===== config.mk =====
export PLATFORM = sky130hd
export DESIGN_NAME = vga_sync_gen_flat
export DESIGN_NICKNAME = d
export VERILOG_FILES = /design/src/rtl/vga_sync_gen_if.sv /design/src/rtl/vga_sync_gen.sv /design/src/flat_wrapper.sv
export SDC_FILE = /design/constraint.sdc
export NUM_CORES = 1
export LEC_CHECK = 0
export ABC_AREA = 1
export BUFFER_PORTS_ARGS = -buffer_cell sky130_fd_sc_hd__buf_2
export CAP_MARGIN = 20
export CORE_MARGIN = 10
export CORE_UTILIZATION = 31
export CTS_BUF_LIST = sky130_fd_sc_hd__clkbuf_8
export CTS_CLUSTER_DIAMETER = 80
export DETAILED_ROUTE_END_ITERATION = 10
export SYNTH_ARGS = -nofsm -noshare
export SYNTH_HDL_FRONTEND = slang
export SYNTH_SLANG_ARGS = --single-unit

===== constraint.sdc =====
create_clock -name clk_25m -period 2.6 [get_ports clk_25m]
set_clock_uncertainty 0.05 [all_clocks]
set_input_delay 0.26 -clock clk_25m [delete_from_list [all_inputs] [get_ports clk_25m]]
set_output_delay 0.26 -clock clk_25m [all_outputs]
set_load 0.05 [all_outputs]

===== src/rtl/vga_sync_gen_if.sv =====
`timescale 1ns/1ps
`default_nettype none
// ============================================================================
// Module      : vga_sync_gen_if
// Description : Monitor coordinate bus and sync pins from the VGA timing master.
// Revision    : 1.0 - initial release
// ============================================================================
interface vga_sync_gen_if;
    logic [9:0] hc;
    logic [9:0] vc;
    logic       valid;
    logic       hsync;
    logic       vsync;
    logic       line_tick;
    logic       frame_tick;
    logic [7:0] frame_cnt;

    modport master (
        output hc, vc, valid, hsync, vsync, line_tick, frame_tick, frame_cnt
    );

    modport slave (
        input  hc, vc, valid, hsync, vsync, line_tick, frame_tick, frame_cnt
    );
endinterface
`default_nettype wire


===== src/rtl/vga_sync_gen.sv =====
`timescale 1ns/1ps
`default_nettype none
// ============================================================================
// Module      : vga_sync_gen
// Description : VGA timing master: pixel/line counters, delayed syncs, frame strobe.
// Revision    : 1.0 - initial release
// ============================================================================
module vga_sync_gen #(
    parameter int H_ACTIVE = 640,
    parameter int H_FP     = 16,
    parameter int H_SYNC   = 96,
    parameter int H_BP     = 48,
    parameter int V_ACTIVE = 480,
    parameter int V_FP     = 10,
    parameter int V_SYNC   = 2,
    parameter int V_BP     = 33,
    parameter bit SYNC_POL = 1'b0,
    parameter int PIPE_DLY = 2
) (
    input  logic                  clk_25m,
    input  logic                  rst,
    vga_sync_gen_if.master        vga_o
);

    localparam int         c_h_total  = H_ACTIVE + H_FP + H_SYNC + H_BP;
    localparam int         c_v_total  = V_ACTIVE + V_FP + V_SYNC + V_BP;
    localparam logic [9:0] c_h_last   = 10'(c_h_total - 1);
    localparam logic [9:0] c_v_last   = 10'(c_v_total - 1);
    localparam logic [9:0] c_h_act    = 10'(H_ACTIVE);
    localparam logic [9:0] c_v_act    = 10'(V_ACTIVE);
    localparam logic [9:0] c_hs_start = 10'(H_ACTIVE + H_FP);
    localparam logic [9:0] c_hs_end   = 10'(H_ACTIVE + H_FP + H_SYNC);
    localparam logic [9:0] c_vs_start = 10'(V_ACTIVE + V_FP);
    localparam logic [9:0] c_vs_end   = 10'(V_ACTIVE + V_FP + V_SYNC);
    localparam logic       c_sync_on  = SYNC_POL;
    localparam logic       c_sync_off = ~SYNC_POL;

    logic [9:0] hc_q, hc_d;
    logic [9:0] vc_q, vc_d;
    logic       valid_q, valid_d;
    logic       line_q, line_d;
    logic       frame_q, frame_d;
    logic [7:0] cnt_q, cnt_d;
    logic       hs_raw_q, hs_raw_d;
    logic       vs_raw_q, vs_raw_d;

    // Every flag is decoded from the next count so it lands on the same
    // cycle as the hc/vc value it describes.
    always_comb begin
        hc_d = hc_q + 10'd1;
        vc_d = vc_q;
        if (hc_q == c_h_last) begin
            hc_d = '0;
            vc_d = (vc_q == c_v_last) ? '0 : vc_q + 10'd1;
        end
        valid_d  = (hc_d < c_h_act) && (vc_d < c_v_act);
        line_d   = (hc_d == '0);
        frame_d  = (hc_d == '0) && (vc_d == c_v_act);
        cnt_d    = frame_d ? cnt_q + 8'd1 : cnt_q;
        hs_raw_d = ((hc_d >= c_hs_start) && (hc_d < c_hs_end)) ? c_sync_on : c_sync_off;
        vs_raw_d = ((vc_d >= c_vs_start) && (vc_d < c_vs_end)) ? c_sync_on : c_sync_off;
    end

    always_ff @(posedge clk_25m) begin
        if (rst) begin
            hc_q     <= c_h_last;
            vc_q     <= c_v_last;
            valid_q  <= 1'b0;
            line_q   <= 1'b0;
            frame_q  <= 1'b0;
            cnt_q    <= '0;
            hs_raw_q <= c_sync_off;
            vs_raw_q <= c_sync_off;
        end else begin
            hc_q     <= hc_d;
            vc_q     <= vc_d;
            valid_q  <= valid_d;
            line_q   <= line_d;
            frame_q  <= frame_d;
            cnt_q    <= cnt_d;
            hs_raw_q <= hs_raw_d;
            vs_raw_q <= vs_raw_d;
        end
    end

    generate
        if (PIPE_DLY == 0) begin : g_no_dly
            assign vga_o.hsync = hs_raw_q;
            assign vga_o.vsync = vs_raw_q;
        end else begin : g_dly
            logic [PIPE_DLY-1:0] hs_pipe_q;
            logic [PIPE_DLY-1:0] vs_pipe_q;

            // Delay matches the ROM read plus the colour output register.
            always_ff @(posedge clk_25m) begin
                if (rst) begin
                    hs_pipe_q <= {PIPE_DLY{c_sync_off}};
                    vs_pipe_q <= {PIPE_DLY{c_sync_off}};
                end else begin
                    hs_pipe_q[0] <= hs_raw_q;
                    vs_pipe_q[0] <= vs_raw_q;
                    for (int i = 1; i < PIPE_DLY; i++) begin
                        hs_pipe_q[i] <= hs_pipe_q[i-1];
                        vs_pipe_q[i] <= vs_pipe_q[i-1];
                    end
                end
            end

            assign vga_o.hsync = hs_pipe_q[PIPE_DLY-1];
            assign vga_o.vsync = vs_pipe_q[PIPE_DLY-1];
        end
    endgenerate

    assign vga_o.hc         = hc_q;
    assign vga_o.vc         = vc_q;
    assign vga_o.valid      = valid_q;
    assign vga_o.line_tick  = line_q;
    assign vga_o.frame_tick = frame_q;
    assign vga_o.frame_cnt  = cnt_q;

endmodule
`default_nettype wire


===== src/flat_wrapper.sv =====
// flat-port wrapper written by rule: the top's interface ports become plain ports
module vga_sync_gen_flat 
#(
    parameter int H_ACTIVE = 640,
    parameter int H_FP     = 16,
    parameter int H_SYNC   = 96,
    parameter int H_BP     = 48,
    parameter int V_ACTIVE = 480,
    parameter int V_FP     = 10,
    parameter int V_SYNC   = 2,
    parameter int V_BP     = 33,
    parameter bit SYNC_POL = 1'b0,
    parameter int PIPE_DLY = 2
)
  (clk_25m, rst, vga_o_hc, vga_o_vc, vga_o_valid, vga_o_hsync, vga_o_vsync, vga_o_line_tick, vga_o_frame_tick, vga_o_frame_cnt);
  vga_sync_gen_if vga_o_i ();
  input  logic clk_25m;
  input  logic rst;
  output wire logic [$bits(vga_o_i.hc)-1:0] vga_o_hc;
  output wire logic [$bits(vga_o_i.vc)-1:0] vga_o_vc;
  output wire logic [$bits(vga_o_i.valid)-1:0] vga_o_valid;
  output wire logic [$bits(vga_o_i.hsync)-1:0] vga_o_hsync;
  output wire logic [$bits(vga_o_i.vsync)-1:0] vga_o_vsync;
  output wire logic [$bits(vga_o_i.line_tick)-1:0] vga_o_line_tick;
  output wire logic [$bits(vga_o_i.frame_tick)-1:0] vga_o_frame_tick;
  output wire logic [$bits(vga_o_i.frame_cnt)-1:0] vga_o_frame_cnt;
  assign vga_o_hc = vga_o_i.hc;
  assign vga_o_vc = vga_o_i.vc;
  assign vga_o_valid = vga_o_i.valid;
  assign vga_o_hsync = vga_o_i.hsync;
  assign vga_o_vsync = vga_o_i.vsync;
  assign vga_o_line_tick = vga_o_i.line_tick;
  assign vga_o_frame_tick = vga_o_i.frame_tick;
  assign vga_o_frame_cnt = vga_o_i.frame_cnt;
  vga_sync_gen #(.H_ACTIVE(H_ACTIVE), .H_FP(H_FP), .H_SYNC(H_SYNC), .H_BP(H_BP), .V_ACTIVE(V_ACTIVE), .V_FP(V_FP), .V_SYNC(V_SYNC), .V_BP(V_BP), .SYNC_POL(SYNC_POL), .PIPE_DLY(PIPE_DLY)) u_core (.clk_25m(clk_25m), .rst(rst), .vga_o(vga_o_i));
endmodule

==> Implementation_results.wiki, run 1 <==
{| class="wikitable"
! Metric !! Value
|-
| IR drop worst, VDD || 0.340 mV
|-
| Worst path slowest cell || dfxtp_1
|-
| Number of buffers inserted by hold repair at cts || 0
|-
| Row Count || 29
|-
| Pre-CTS setup slack || 349 ps
|-
| Clock-pin slew reported for the worst setup and hold paths after clock tree synthesis || 80 ps
|-
| Largest area contributor in the synthesized netlist || dfxtp_1
|-
| Mean Syn Cell Area || 7.12 um2
|-
| Power density cells || 1220 mW/mm2
|-
| Residual overflow from global routing || 0
|-
| Data arrival at the endpoint of the critical path || 2360 ps
|-
| CP Cell Sequence || ha_1 > nand2_2 > nor2_8 > nand3_4 > clkinv_2 > nand2_1 > nand2_1 > inv_1 > nor2_2 > nand2_2 > nor2_8 > nand3_4 > nand2_1 > a21oi_1
|-
| Final clock period utilization by the worst path || 86.6%
|-
| Area enclosed by the die boundary || 0.0104 mm2
|-
| Synth-to-Final Area Change || 17.0%
|-
| Vias per std cell || 4.76
|-
| Final setup viols || 0
|-
| PostCTS Resize Cnt || 0
|-
| Sw Pwr || 1600 uW
|-
| CTS H-tree depth || 2
|-
| Count of antenna-violating nets left after detailed routing || 0
|-
| Clock sinks || 37
|-
| Minimum period implied by the final worst setup slack || 2250 ps
|-
| Area share of the largest cell type after synthesis || 35.4%
|-
| Fraction of power consumed by combinational cells || 55.2%
|-
| Synth Net Count || 300
|-
| Number of nets in the finished design || 336
|-
| Netlist area before placement || 0.00209 mm2
|-
| Run status || complete, no violations
|-
| Fin Setup TNS || 0 ps
|-
| Hold Slack || 360 ps
|-
| Pin count of the biggest net entering global routing || 27
|-
| Top achievable clock speed || 444 MHz
|-
| Total routing resource utilization after global routing || 10.8%
|-
| Via count of the first global-routing pass || 1941
|-
| Maximum fanout encountered on the critical timing path || 14
|-
| GPL Wtd Cong || 0.857
|-
| Insertion delay to the later sink of the worst-skew pair || 290 ps
|-
| Number of remaining DRC errors || 0
|-
| DPL Wire Length || 4050 um
|-
| Overall routed net length || 5220 um
|-
| Share of total power in the clock network || 17.1%
|-
| Antenna cells || 0
|-
| Root buffer selected by CTS || clkbuf_8
|-
| Total core area || 0.00646 mm2
|-
| Cells taking the most area after synthesis || dfxtp_1 (35%), nand2_1 (12%), nor2_1 (6.5%)
|-
| Final-report hold violation count || 0
|-
| Unrepaired setup endpoints after global routing || no
|-
| Final worst slack || 347 ps
|-
| Initial DRT Pass Iterations || 4
|-
| Die height || 102 um
|-
| Worst max-slew margin expressed relative to the limit || 67.0%
|-
| Warnings from Yosys || 0
|-
| TritonCTS clock tree || done
|-
| Maximum single-stage delay on the critical path || 380 ps
|-
| Cell internal pwr || 1400 uW
|-
| Library cells used by synthesis || 30
|-
| Post-DR wirelength/cell || 12.8 um
|-
| Required time at the endpoint of the critical path || 2700 ps
|-
| Number of clock buffers inserted by TritonCTS || 5
|-
| Critical path startpoint category || flop
|-
| Cells after synthesis || 294
|-
| Worst-Margin Slew || 495 ps
|-
| Leakage power || 0.00115 uW
|-
| Number of violations of the max-capacitance limit || 0
|-
| First-pass GRT wire length || 9130 um
|-
| Starting DRC count in detailed routing || 182
|-
| Number of buffer cells added on primary ports || 34
|-
| Pins Over Slew Limit || 0
|-
| Portion of the post-synthesis area used by sequential elements || 35.4%
|-
| IO Pins || 35
|-
| CP Capture Type || flop
|-
| Maximum buffer depth of the clock tree || 2
|-
| Post-CTS repair timing setup buffer count || 0
|-
| Buffers and inverters on the worst path || 2
|-
| Chip Width || 102 um
|-
| Share of final-layout standard cells stronger than drive strength 1 || 24.8%
|-
| Switching power as a share of total power || 53.3%
|-
| Number of antenna violations at the first check in global routing || 0
|-
| CP dominant cell by count || nand2_1
|-
| Overall via count from detail_route || 1944
|-
| Number of fill cells || 688
|-
| Worst min-delay path category || reg -> reg
|-
| Initial core utilization || 32.4%
|-
| Flop pwr share || 27.7%
|-
| Family with the most delay on the worst path || simple AND/OR/NAND/NOR gates
|-
| Type of the worst setup path || reg -> reg
|-
| Post-synthesis register bit count || 37
|}
## Yosys cell counts (all sizes together)
library cell,n
a21o,1
a21oi,12
buf,2
clkbuf,3
clkinv,2
dfxtp,37
ha,4
inv,32
nand2,82
nand3,31
nand4,15
nor2,48
nor3,5
nor4,1
o21ai,5
or2,5
xnor2,2
xor2,7
## registers in the layout (all words and copies together) (netlist names), 2 cells and up
signal	flops
u_core.vga_o.hc	10
u_core.g_dly.vs_pipe_q	2
u_core.g_dly.hs_pipe_q	2
u_core.vga_o.vc	10
u_core.vga_o.frame_cnt	8
## path summary, 6_finish.rpt
kind                                             to                     startpoint  slack [ps]  cells after the start
min reg2reg    u_core.g_dly.hs_pipe_q[0]$_SDFF_PP1_     u_core.hs_raw_q$_SDFF_PP1_         360                      1
max          u_core.vga_o.frame_cnt[5]$_SDFFE_PP0P_  u_core.vga_o.hc[0]$_SDFF_PP1_         350                     14
min            u_core.g_dly.hs_pipe_q[0]$_SDFF_PP1_     u_core.hs_raw_q$_SDFF_PP1_         360                      1
max reg2reg  u_core.vga_o.frame_cnt[5]$_SDFFE_PP0P_  u_core.vga_o.hc[0]$_SDFF_PP1_         350                     14
## cell families (layout without fill, tap and decap cells)
group	after synthesis	in the layout	share of synthesized area, %
buffers and inverters	39	76	7.47
AOI/OAI and AO/OA	18	18	4.60
xor gates and xnor gates	9	9	3.76
adders and majority gates	4	4	2.39
DFF	37	37	35.4
and+or+nand+nor	187	187	46.4
## layer usage
metal / part of all wire [%] / GRT usage, % / vias up
met5: 0 / 0 / -
met4: 1.1 / 3.47 / 0
met3: 7.2 / 3.58 / 6
met2: 42 / 15.6 / 54
met1: 50 / 14.7 / 871
li1: - / - / 1013
## area by class of cell
class                           count  area (um2)  share of cell area [%]
Timing Repair Buffer               34         170                    6.95
Inverter                           34         129                    5.26
Sequential cell                    37         741                    30.2
Multi-Input combinational cell    218        1200                    48.9
Tap cell                           77        96.3                    3.93
Clock inverter                      2        33.8                    1.38
Clock buffer                        6        82.6                    3.37
## cells in the final DEF (no fill, tap or decap), drive strengths merged
master,n
dfxtp,37
inv,33
nand2,82
clkinv,2
clkbuf,6
bufinv,1
nand3,31
xnor2,2
xor2,7
ha,4
buf,34
a21o,1
nor4,1
nor3,5
o21ai,5
nor2,48
nand4,15
a21oi,12
or2,5
## through the flow
step           power, uW  area [um2]  util [%]  std cells
2_1_floorplan       2140        2090         -        294
3_5_place_dp        2490        2330      36.1        400
5_1_grt             3240        2450      37.9        408
3_3_place_gp        2480        2330      36.1        400
4_1_cts             3010        2450      37.9        408
6_report            3000        2450      37.9        408
## power by group through the flow
stage,Clock [uW],Sequential (uW),Combinational (uW)
after detailed placement,0,840,1650
after global placement,0,843,1640
after global routing,557,852,1830
final,512,830,1650
after CTS,528,826,1650
after floorplan,0,1180,961
Note: power is estimated with default switching activity, not from simulation.
==> run 2, diff against run 1 <==
CORE_ASPECT_RATIO = 0.8   (was unset)
==> Implementation_results.wiki, run 2 (synthesis gave the netlist of run 1 again) <==
{| class="wikitable"
! Metric !! Value
|-
| Run status || complete, no violations (unchanged)
|-
| Die height || 93.5 um (was 102 um)
|-
| TritonCTS clock tree || done (unchanged)
|-
| Overall routed net length || 5150 um (was 5220 um)
|-
| Number of violations of the max-capacitance limit || 0 (unchanged)
|-
| Share of final-layout standard cells stronger than drive strength 1 || 24.5% (was 24.8%)
|-
| Most frequent standard cell in the layout excluding fill and tap cells || nand2_1 (unchanged)
|-
| CP Capture Type || flop (unchanged)
|-
| Worst min-delay path category || in -> reg (was reg -> reg)
|-
| Worst max-slew margin expressed relative to the limit || 66.6% (was 67.0%)
|-
| Final-report hold violation count || 0 (unchanged)
|-
| Cell internal pwr || 1270 uW (was 1400 uW)
|-
| Area of combinational cells with multiple inputs || 0.00120 mm2 (unchanged)
|-
| Number of antenna violations at the first check in global routing || 0 (unchanged)
|-
| Min-Delay Endpoint || u_core.vga_o.vc[6]$_SDFF_PP0_ (was u_core.g_dly.hs_pipe_q[0]$_SDFF_PP1_)
|-
| Antenna cells || 0 (unchanged)
|-
| Pin count of the biggest net entering global routing || 27 (unchanged)
|-
| Type of the worst setup path || reg -> reg (unchanged)
|-
| Worst hold path depth || 2 (was 1)
|-
| Switching power as a share of total power || 55.3% (was 53.3%)
|-
| Post-DR wirelength/cell || 12.4 um (was 12.8 um)
|-
| Root buffer selected by CTS || clkbuf_8 (unchanged)
|-
| First-pass GRT wire length || 8660 um (was 9130 um)
|-
| Maximum fanout encountered on the critical timing path || 14 (unchanged)
|-
| Sw Pwr || 1570 uW (was 1600 uW)
|-
| Number of nets in the finished design || 336 (unchanged)
|-
| Overall via count from detail_route || 1942 (was 1944)
|-
| R2R Path Start || u_core.vga_o.hc[0]$_SDFF_PP1_ (unchanged)
|-
| Min-delay src || rst (was u_core.hs_raw_q$_SDFF_PP1_)
|-
| Clock-pin slew reported for the worst setup and hold paths after clock tree synthesis || 80 ps (about the same)
|-
| Number of buffers inserted by hold repair at cts || 0 (unchanged)
|-
| Number of buffer cells added on primary ports || 34 (unchanged)
|-
| Initial core utilization || 32.4% (about the same)
|-
| Data arrival at the endpoint of the critical path || 2400 ps (was 2360 ps)
|-
| Initial DRT Pass Iterations || 5 (was 4)
|-
| Number of remaining DRC errors || 0 (unchanged)
|-
| Flop pwr share || 29.1% (was 27.7%)
|-
| Starting DRC count in detailed routing || 121 (was 182)
|-
| Vias per std cell || 4.68 (was 4.76)
|-
| Fin Setup TNS || 0 ps (unchanged)
|-
| Maximum buffer depth of the clock tree || 2 (unchanged)
|-
| Synth-to-Final Area Change || 15.8% (was 17.0%)
|-
| Total core area || 0.00647 mm2 (was 0.00646 mm2)
|-
| CTS H-tree depth || 2 (unchanged)
|-
| IR drop worst, VDD || 0.331 mV (was 0.340 mV)
|-
| Area enclosed by the die boundary || 0.0105 mm2 (was 0.0104 mm2)
|-
| Final worst slack || 309 ps (was 347 ps)
|-
| Highest-count cells in the layout ignoring fill and taps || nand2_1 (68), dfxtp_1 (37), nor2_1 (36), buf_2 (34), inv_1 (32) (was nand2_1 (68), dfxtp_1 (37), nor2_1 (36), buf_2 (34), inv_1 (31))
|-
| Residual overflow from global routing || 0 (unchanged)
|-
| Reg2reg path depth || 14 (unchanged)
|-
| Number of fill cells || 691 (was 688)
|-
| PostCTS Resize Cnt || 0 (unchanged)
|-
| Pre-CTS setup slack || 349 ps (about the same)
|-
| Sequential cell area || 741 um2 (unchanged)
|-
| Pins Over Slew Limit || 0 (unchanged)
|-
| Top achievable clock speed || 437 MHz (was 444 MHz)
|-
| Critical path startpoint category || flop (unchanged)
|-
| Unrepaired setup endpoints after global routing || no (unchanged)
|-
| Post-CTS repair timing setup buffer count || 0 (unchanged)
|-
| Clock sinks || 37 (unchanged)
|-
| Number of clock buffers inserted by TritonCTS || 5 (unchanged)
|-
| Chip Width || 112 um (was 102 um)
|-
| Minimum period implied by the final worst setup slack || 2290 ps (was 2250 ps)
|-
| Leakage power || 0.00114 uW (was 0.00115 uW)
|-
| Count of antenna-violating nets left after detailed routing || 0 (unchanged)
|-
| IO Pins || 35 (unchanged)
|-
| DPL Wire Length || 4020 um (was 4050 um)
|-
| Power density cells || 1170 mW/mm2 (was 1220 mW/mm2)
|-
| GPL Wtd Cong || 0.882 (was 0.857)
|-
| Final clock period utilization by the worst path || 88.1% (was 86.6%)
|-
| Insertion delay to the later sink of the worst-skew pair || 290 ps (about the same)
|-
| Worst-Margin Slew || 501 ps (was 495 ps)
|-
| Fraction of power consumed by combinational cells || 57.2% (was 55.2%)
|-
| Final setup viols || 0 (unchanged)
|-
| Share of total power in the clock network || 13.7% (was 17.1%)
|-
| Via count of the first global-routing pass || 1744 (was 1941)
|-
| Row Count || 26 (was 29)
|-
| Reg2reg setup slack || 310 ps (was 350 ps)
|-
| Total routing resource utilization after global routing || 9.96% (was 10.8%)
|-
| Endpoint of the worst-slack reg-to-reg timing path || u_core.vga_o.frame_cnt[1]$_SDFFE_PP0P_ (was u_core.vga_o.frame_cnt[5]$_SDFFE_PP0P_)
|-
| Required time at the endpoint of the critical path || 2710 ps (was 2700 ps)
|-
| Hold Slack || 354 ps (was 360 ps)
|}
run 2: cell types whose count changed in the layout (fill, tap and decap cells not counted), sizes merged:
cell      before  now
bufinv         1    0
clkbuf         6    5
clkinvlp       0    1
inv           33   34
run 2: per-stage QoR:
step | utilization [%] | area, um2 | power [uW] | instances
2_1_floorplan | - | 2090 | 2140 | 294
3_3_place_gp | 36.2 | 2340 | 2470 | 407
3_5_place_dp | 36.2 | 2340 | 2470 | 407
4_1_cts | 37.5 | 2430 | 2870 | 415
5_1_grt | 37.5 | 2430 | 3080 | 415
6_report | 37.5 | 2430 | 2840 | 415
run 2: critical path: stages, from the launching register on:
cell,delay [ps]
dfxtp_1,400
ha_1,220
nand2_2,120
nor2_8,170
nand3_4,220
clkinv_2,160
nand2_1,60
nand2_1,100
inv_1,70
nor2_2,90
nand2_2,90
nor2_8,150
nand3_4,120
nand2_1,80
a21oi_1,60
run 2: power groups by stage:
stage	logic, uW	registers, uW	clock network, uW
after floorplan	961	1180	0
after global placement	1630	842	0
after detailed placement	1630	840	0
after CTS	1630	827	405
after global routing	1800	852	428
final	1630	828	389
run 2: area by class of cell:
cell class | count | share of cell area, %
clock buffers | 5 | 2.84
multi-input cells | 218 | 49.4
repair buffers | 34 | 7.01
clock inverters | 3 | 0.619
well taps | 84 | 4.33
inverters | 34 | 5.31
flip-flops and latches | 37 | 30.5
run 2: layer usage:
metal / global-route usage, % / vias to the layer above / routed length (um)
li1: - / 1015 / -
met1: 13.6 / 859 / 2660
met2: 13.9 / 63 / 2030
met3: 4.15 / 5 / 419
met4: 2.56 / 0 / 36
met5: 0 / - / 0
run 2: how the worst max path moves through the flow:
stage / from / endpoint / slack (ps)
floorplan: u_core.vga_o.hc[0]$_SDFF_PP1_ / u_core.vga_o.frame_cnt[5]$_SDFFE_PP0P_ / 250
global placement: u_core.vga_o.hc[0]$_SDFF_PP1_ / u_core.vga_o.frame_cnt[7]$_SDFFE_PP0P_ / 450
detailed placement: u_core.vga_o.hc[0]$_SDFF_PP1_ / u_core.vga_o.frame_cnt[6]$_SDFFE_PP0P_ / 350
CTS: u_core.vga_o.hc[0]$_SDFF_PP1_ / u_core.vga_o.frame_cnt[4]$_SDFFE_PP0P_ / 320
global route: u_core.vga_o.hc[0]$_SDFF_PP1_ / u_core.vga_o.frame_cnt[1]$_SDFFE_PP0P_ / 90
finish: u_core.vga_o.hc[0]$_SDFF_PP1_ / u_core.vga_o.frame_cnt[1]$_SDFFE_PP0P_ / 310
==> run 3, diff against run 2 <==
ABC_AREA = unset   (was 1)
BUFFER_PORTS_ARGS = unset   (was -buffer_cell sky130_fd_sc_hd__buf_2)
DONT_BUFFER_PORTS = 1   (was unset)
==> Implementation_results.wiki, run 3 <==
{| class="wikitable"
! Metric !! Value
|-
| Die height || 91.4 um (was 93.5 um)
|-
| Cell internal pwr || 1650 uW (was 1270 uW)
|-
| Total core area || 0.00604 mm2 (was 0.00647 mm2)
|-
| Family with the most delay on the worst path || simple AND/OR/NAND/NOR gates (unchanged)
|-
| Insertion delay to the later sink of the worst-skew pair || 290 ps (about the same)
|-
| Overall routed net length || 6010 um (was 5150 um)
|-
| Worst path slowest cell || or3_4 (was dfxtp_1)
|-
| Portion of the post-synthesis area used by sequential elements || 37.5% (was 35.4%)
|-
| Run status || finished with violations (was complete, no violations)
|-
| Met3 track demand over resource in global routing || 4.73% (was 4.15%)
|-
| Maximum fanout encountered on the critical timing path || 7 (was 14)
|-
| Worst-Margin Slew || 618 ps (was 501 ps)
|-
| Via count of the first global-routing pass || 1841 (was 1744)
|-
| Met2 layer usage reported by global route || 17.5% (was 13.9%)
|-
| Residual overflow from global routing || 0 (unchanged)
|-
| Netlist area before placement || 0.00198 mm2 (was 0.00209 mm2)
|-
| Violated checks || hold timing, setup timing
|-
| Unrepaired setup endpoints after global routing || yes (was no)
|-
| Final standard cell area without fillers || 0.00277 mm2 (was 0.00243 mm2)
|-
| Cell area after placement || 0.00243 mm2 (was 0.00234 mm2)
|-
| Data arrival at the endpoint of the critical path || 2860 ps (was 2400 ps)
|-
| Antenna cells || 0 (unchanged)
|-
| Global-route layer with the greatest usage || met2 (unchanged)
|-
| CP Capture Type || flop (unchanged)
|-
| Post-DR wirelength/cell || 15.9 um (was 12.4 um)
|-
| Overall power of the completed layout || 2930 uW (was 2840 uW)
|-
| Worst max-slew margin expressed relative to the limit || 58.8% (was 66.6%)
|-
| Minimum period implied by the final worst setup slack || 2680 ps (was 2290 ps)
|-
| Initial core utilization || 32.7% (was 32.4%)
|-
| Area share of the largest cell type after synthesis || 37.5% (was 35.4%)
|-
| Starting DRC count in detailed routing || 128 (was 121)
|-
| Met1 GRT Util || 15.5% (was 13.6%)
|-
| Synth-to-Final Area Change || 40.1% (was 15.8%)
|-
| Most used standard cells in the synthesized netlist || dfxtp_1 (37), nor2_1 (20), nand2_1 (15), a21oi_1 (14), nand3_1 (14) (was nand2_1 (68), dfxtp_1 (37), nor2_1 (36), inv_1 (30), nand3_1 (26))
|-
| IR drop worst, VDD || 0.405 mV (was 0.331 mV)
|-
| Largest area contributor in the synthesized netlist || dfxtp_1 (unchanged)
|-
| GPL Wtd Cong || 0.840 (was 0.882)
|-
| Flop pwr share || 25.9% (was 29.1%)
|-
| Final clock period utilization by the worst path || 103% (was 88.1%)
|-
| Post-synthesis register bit count || 37 (unchanged)
|-
| First-pass GRT wire length || 9490 um (was 8660 um)
|-
| Switching power as a share of total power || 43.5% (was 55.3%)
|-
| Number of remaining DRC errors || 0 (unchanged)
|-
| Share of total power in the clock network || 18.2% (was 13.7%)
|-
| Buffers and inverters on the worst path || 1 (was 2)
|-
| Maximum single-stage delay on the critical path || 460 ps (was 400 ps)
|-
| Maximum buffer depth of the clock tree || 2 (unchanged)
|-
| Highest-count cells in the layout ignoring fill and taps || buf_4 (51), dfxtp_1 (27), nor2_1 (19), nand2_1 (15), nand3_1 (14) (was nand2_1 (68), dfxtp_1 (37), nor2_1 (36), buf_2 (34), inv_1 (32))
|-
| Type of the worst setup path || reg -> reg (unchanged)
|-
| Final setup viols || 6 (was 0)
|-
| Leakage power || 0.00107 uW (was 0.00114 uW)
|-
| Share of final-layout standard cells stronger than drive strength 1 || 34.3% (was 24.5%)
|-
| Number of nets in the finished design || 302 (was 336)
|-
| DPL Wire Length || 4360 um (was 4020 um)
|-
| Final worst slack || -82.2 ps (was 309 ps)
|-
| Asr flop ratio synth || 0% (unchanged)
|-
| Pin count of the biggest net entering global routing || 35 (was 27)
|-
| Hold Slack || -9.99 ps (was 354 ps)
|-
| Library cells used by synthesis || 44 (was 30)
|-
| Warnings from Yosys || 0 (unchanged)
|-
| Sw Pwr || 1270 uW (was 1570 uW)
|-
| Count of flip-flops with a built-in enable after synthesis || 0 (unchanged)
|-
| Pins Over Slew Limit || 0 (unchanged)
|-
| Number of fill cells || 607 (was 691)
|-
| Vias per std cell || 5.21 (was 4.68)
|-
| CTS H-tree depth || 2 (unchanged)
|-
| Number of violations of the max-capacitance limit || 0 (unchanged)
|-
| Root buffer selected by CTS || clkbuf_8 (unchanged)
|-
| Critical path startpoint category || flop (unchanged)
|-
| Fraction of power consumed by combinational cells || 55.9% (was 57.2%)
|-
| Overall via count from detail_route || 1969 (was 1942)
|-
| TritonCTS clock tree || done (unchanged)
|-
| Synth Net Count || 248 (was 300)
|-
| Row Count || 25 (was 26)
|-
| Mean Syn Cell Area || 8.16 um2 (was 7.12 um2)
|-
| Cells taking the most area after synthesis || dfxtp_1 (37%), nor2_1 (3.8%), a21oi_1 (3.5%) (was dfxtp_1 (35%), nand2_1 (12%), nor2_1 (6.5%))
|-
| Chip Width || 109 um (was 112 um)
|-
| Most common cell in the synthesized netlist || dfxtp_1 (was nand2_1)
|-
| Required time at the endpoint of the critical path || 2780 ps (was 2710 ps)
|-
| Initial DRT Pass Iterations || 4 (was 5)
|-
| Total routing resource utilization after global routing || 11.7% (was 9.96%)
|-
| Power density cells || 1060 mW/mm2 (was 1170 mW/mm2)
|-
| CP Cell Sequence || ha_4 > nand4_1 > or3_4 > or4_4 > a32oi_4 > nand4_4 > buf_12 > or3_1 > a21oi_2 (was ha_1 > nand2_2 > nor2_8 > nand3_4 > clkinv_2 > nand2_1 > nand2_1 > inv_1 > nor2_2 > nand2_2 > nor2_8 > nand3_4 > nand2_1 > a21oi_1)
|-
| Top achievable clock speed || 373 MHz (was 437 MHz)
|-
| Final-report hold violation count || 8 (was 0)
|-
| Cells after synthesis || 242 (was 294)
|-
| Number of clock buffers inserted by TritonCTS || 5 (unchanged)
|-
| Area enclosed by the die boundary || 0.00999 mm2 (was 0.0105 mm2)
|-
| Most frequent standard cell in the layout excluding fill and tap cells || buf_4 (was nand2_1)
|-
| Clock-pin slew reported for the worst setup and hold paths after clock tree synthesis || 80 ps (about the same)
|-
| Clock sinks || 37 (unchanged)
|-
| Most common flop cell mapped by yosys || dfxtp_1 (unchanged)
|-
| Number of antenna violations at the first check in global routing || 0 (unchanged)
|-
| Worst min-delay path category || in -> reg (unchanged)
|-
| Count of antenna-violating nets left after detailed routing || 0 (unchanged)
|-
| IO Pins || 35 (unchanged)
|-
| Number of buffer cells added on primary ports || 0 (was 34)
|}
==> run 3: cell types whose count changed after synthesis, sizes merged, moves of 7 or more <==
cell | previous run | this run
or3 | 0 | 10
o21ai | 5 | 13
nand3 | 31 | 14
nand2 | 82 | 15
inv | 32 | 8
nand4 | 15 | 8
nor2 | 48 | 20
clkbuf | 3 | 12
==> run 3: logic make-up (layout without fill, tap and decap cells) <==
group	after synthesis	in the layout	share of synthesized area (%)
DFF	37	37	37.5
buffers and inverters	25	80	5.70
muxes	2	2	1.01
and+or+nand+nor	111	111	30.7
AOI/OAI and AO/OA	52	52	17.7
xor gates and xnor gates	11	11	4.88
adders and majority gates	4	4	2.53
==> run 3: worst paths after layout <==
kind                                                    start                                endpoint  slack [ps]  cells past startpoint
worst min register to register     u_core.vs_raw_q$_SDFF_PP1_    u_core.g_dly.vs_pipe_q[0]$_SDFF_PP1_         360                      1
worst min-delay path                                      rst  u_core.vga_o.frame_cnt[6]$_SDFFE_PP0P_         -10                      1
worst max-delay path            u_core.vga_o.hc[1]$_SDFF_PP1_  u_core.vga_o.frame_cnt[6]$_SDFFE_PP0P_         -80                      9
worst max register to register  u_core.vga_o.hc[1]$_SDFF_PP1_  u_core.vga_o.frame_cnt[6]$_SDFFE_PP0P_         -80                      9
==> run 3: area by class of cell <==
type | instances | area (um2) | area share (%)
Multi-Input combinational cell | 180 | 1230 | 44.6
Clock buffer | 6 | 82.6 | 2.98
Sequential cell | 37 | 758 | 27.4
Tap cell | 81 | 101 | 3.66
Clock inverter | 2 | 36.3 | 1.31
Inverter | 8 | 30.0 | 1.08
Timing Repair Buffer | 64 | 526 | 19.0
==> run 3: per-stage QoR <==
step	std cells	setup slack, ps	util (%)	hold slack (ps)	setup TNS [ps]
floorplan	242	-290	-	339	-1580
global placement	359	-20.1	40.3	283	-89.5
detailed placement	359	-115	40.3	282	-570
CTS	379	-52.0	45.5	-27.7	-211
global route	378	-188	45.8	-40.8	-1240
finish	378	-82.2	45.8	-9.99	-360
==> run 3: layer usage <==
metal	routed length, um	up-vias
met5	0	-
met4	51	0
met3	443	7
met2	2650	50
met1	2870	932
li1	-	980
==> run 3: worst register-to-register path, delay by kind of cell, from the launching register on <==
kind	cells	cell delay, ps
flip-flops	1	360
AND/OR/NAND/NOR	5	1560
AO/OA/AOI/OAI	2	360
adder cells (fa/ha/maj)	1	130
buffers and inverters	1	170
==> run 3: power by group through the flow <==
stage                     clock network [uW]  registers (uW)  logic, uW
final                                    533             758       1630
after global routing                     568             774       1770
after CTS                                543             756       1600
after detailed placement                   0             762       1530
after global placement                     0             760       1510
after floorplan                            0            1040        747
==> run 3: timing repair <==
| action | CTS | global route |
|---|---|---|
| hold buffers | 9 | 1 |
| endpoints found under the setup margin | 7 | 11 |
| endpoints found under the hold margin | 19 | 10 |
| buffers inserted | 2 | 0 |
| resized for setup | 13 | 11 |
| pin swaps | 3 | 2 |
| gates cloned | 1 | 0 |
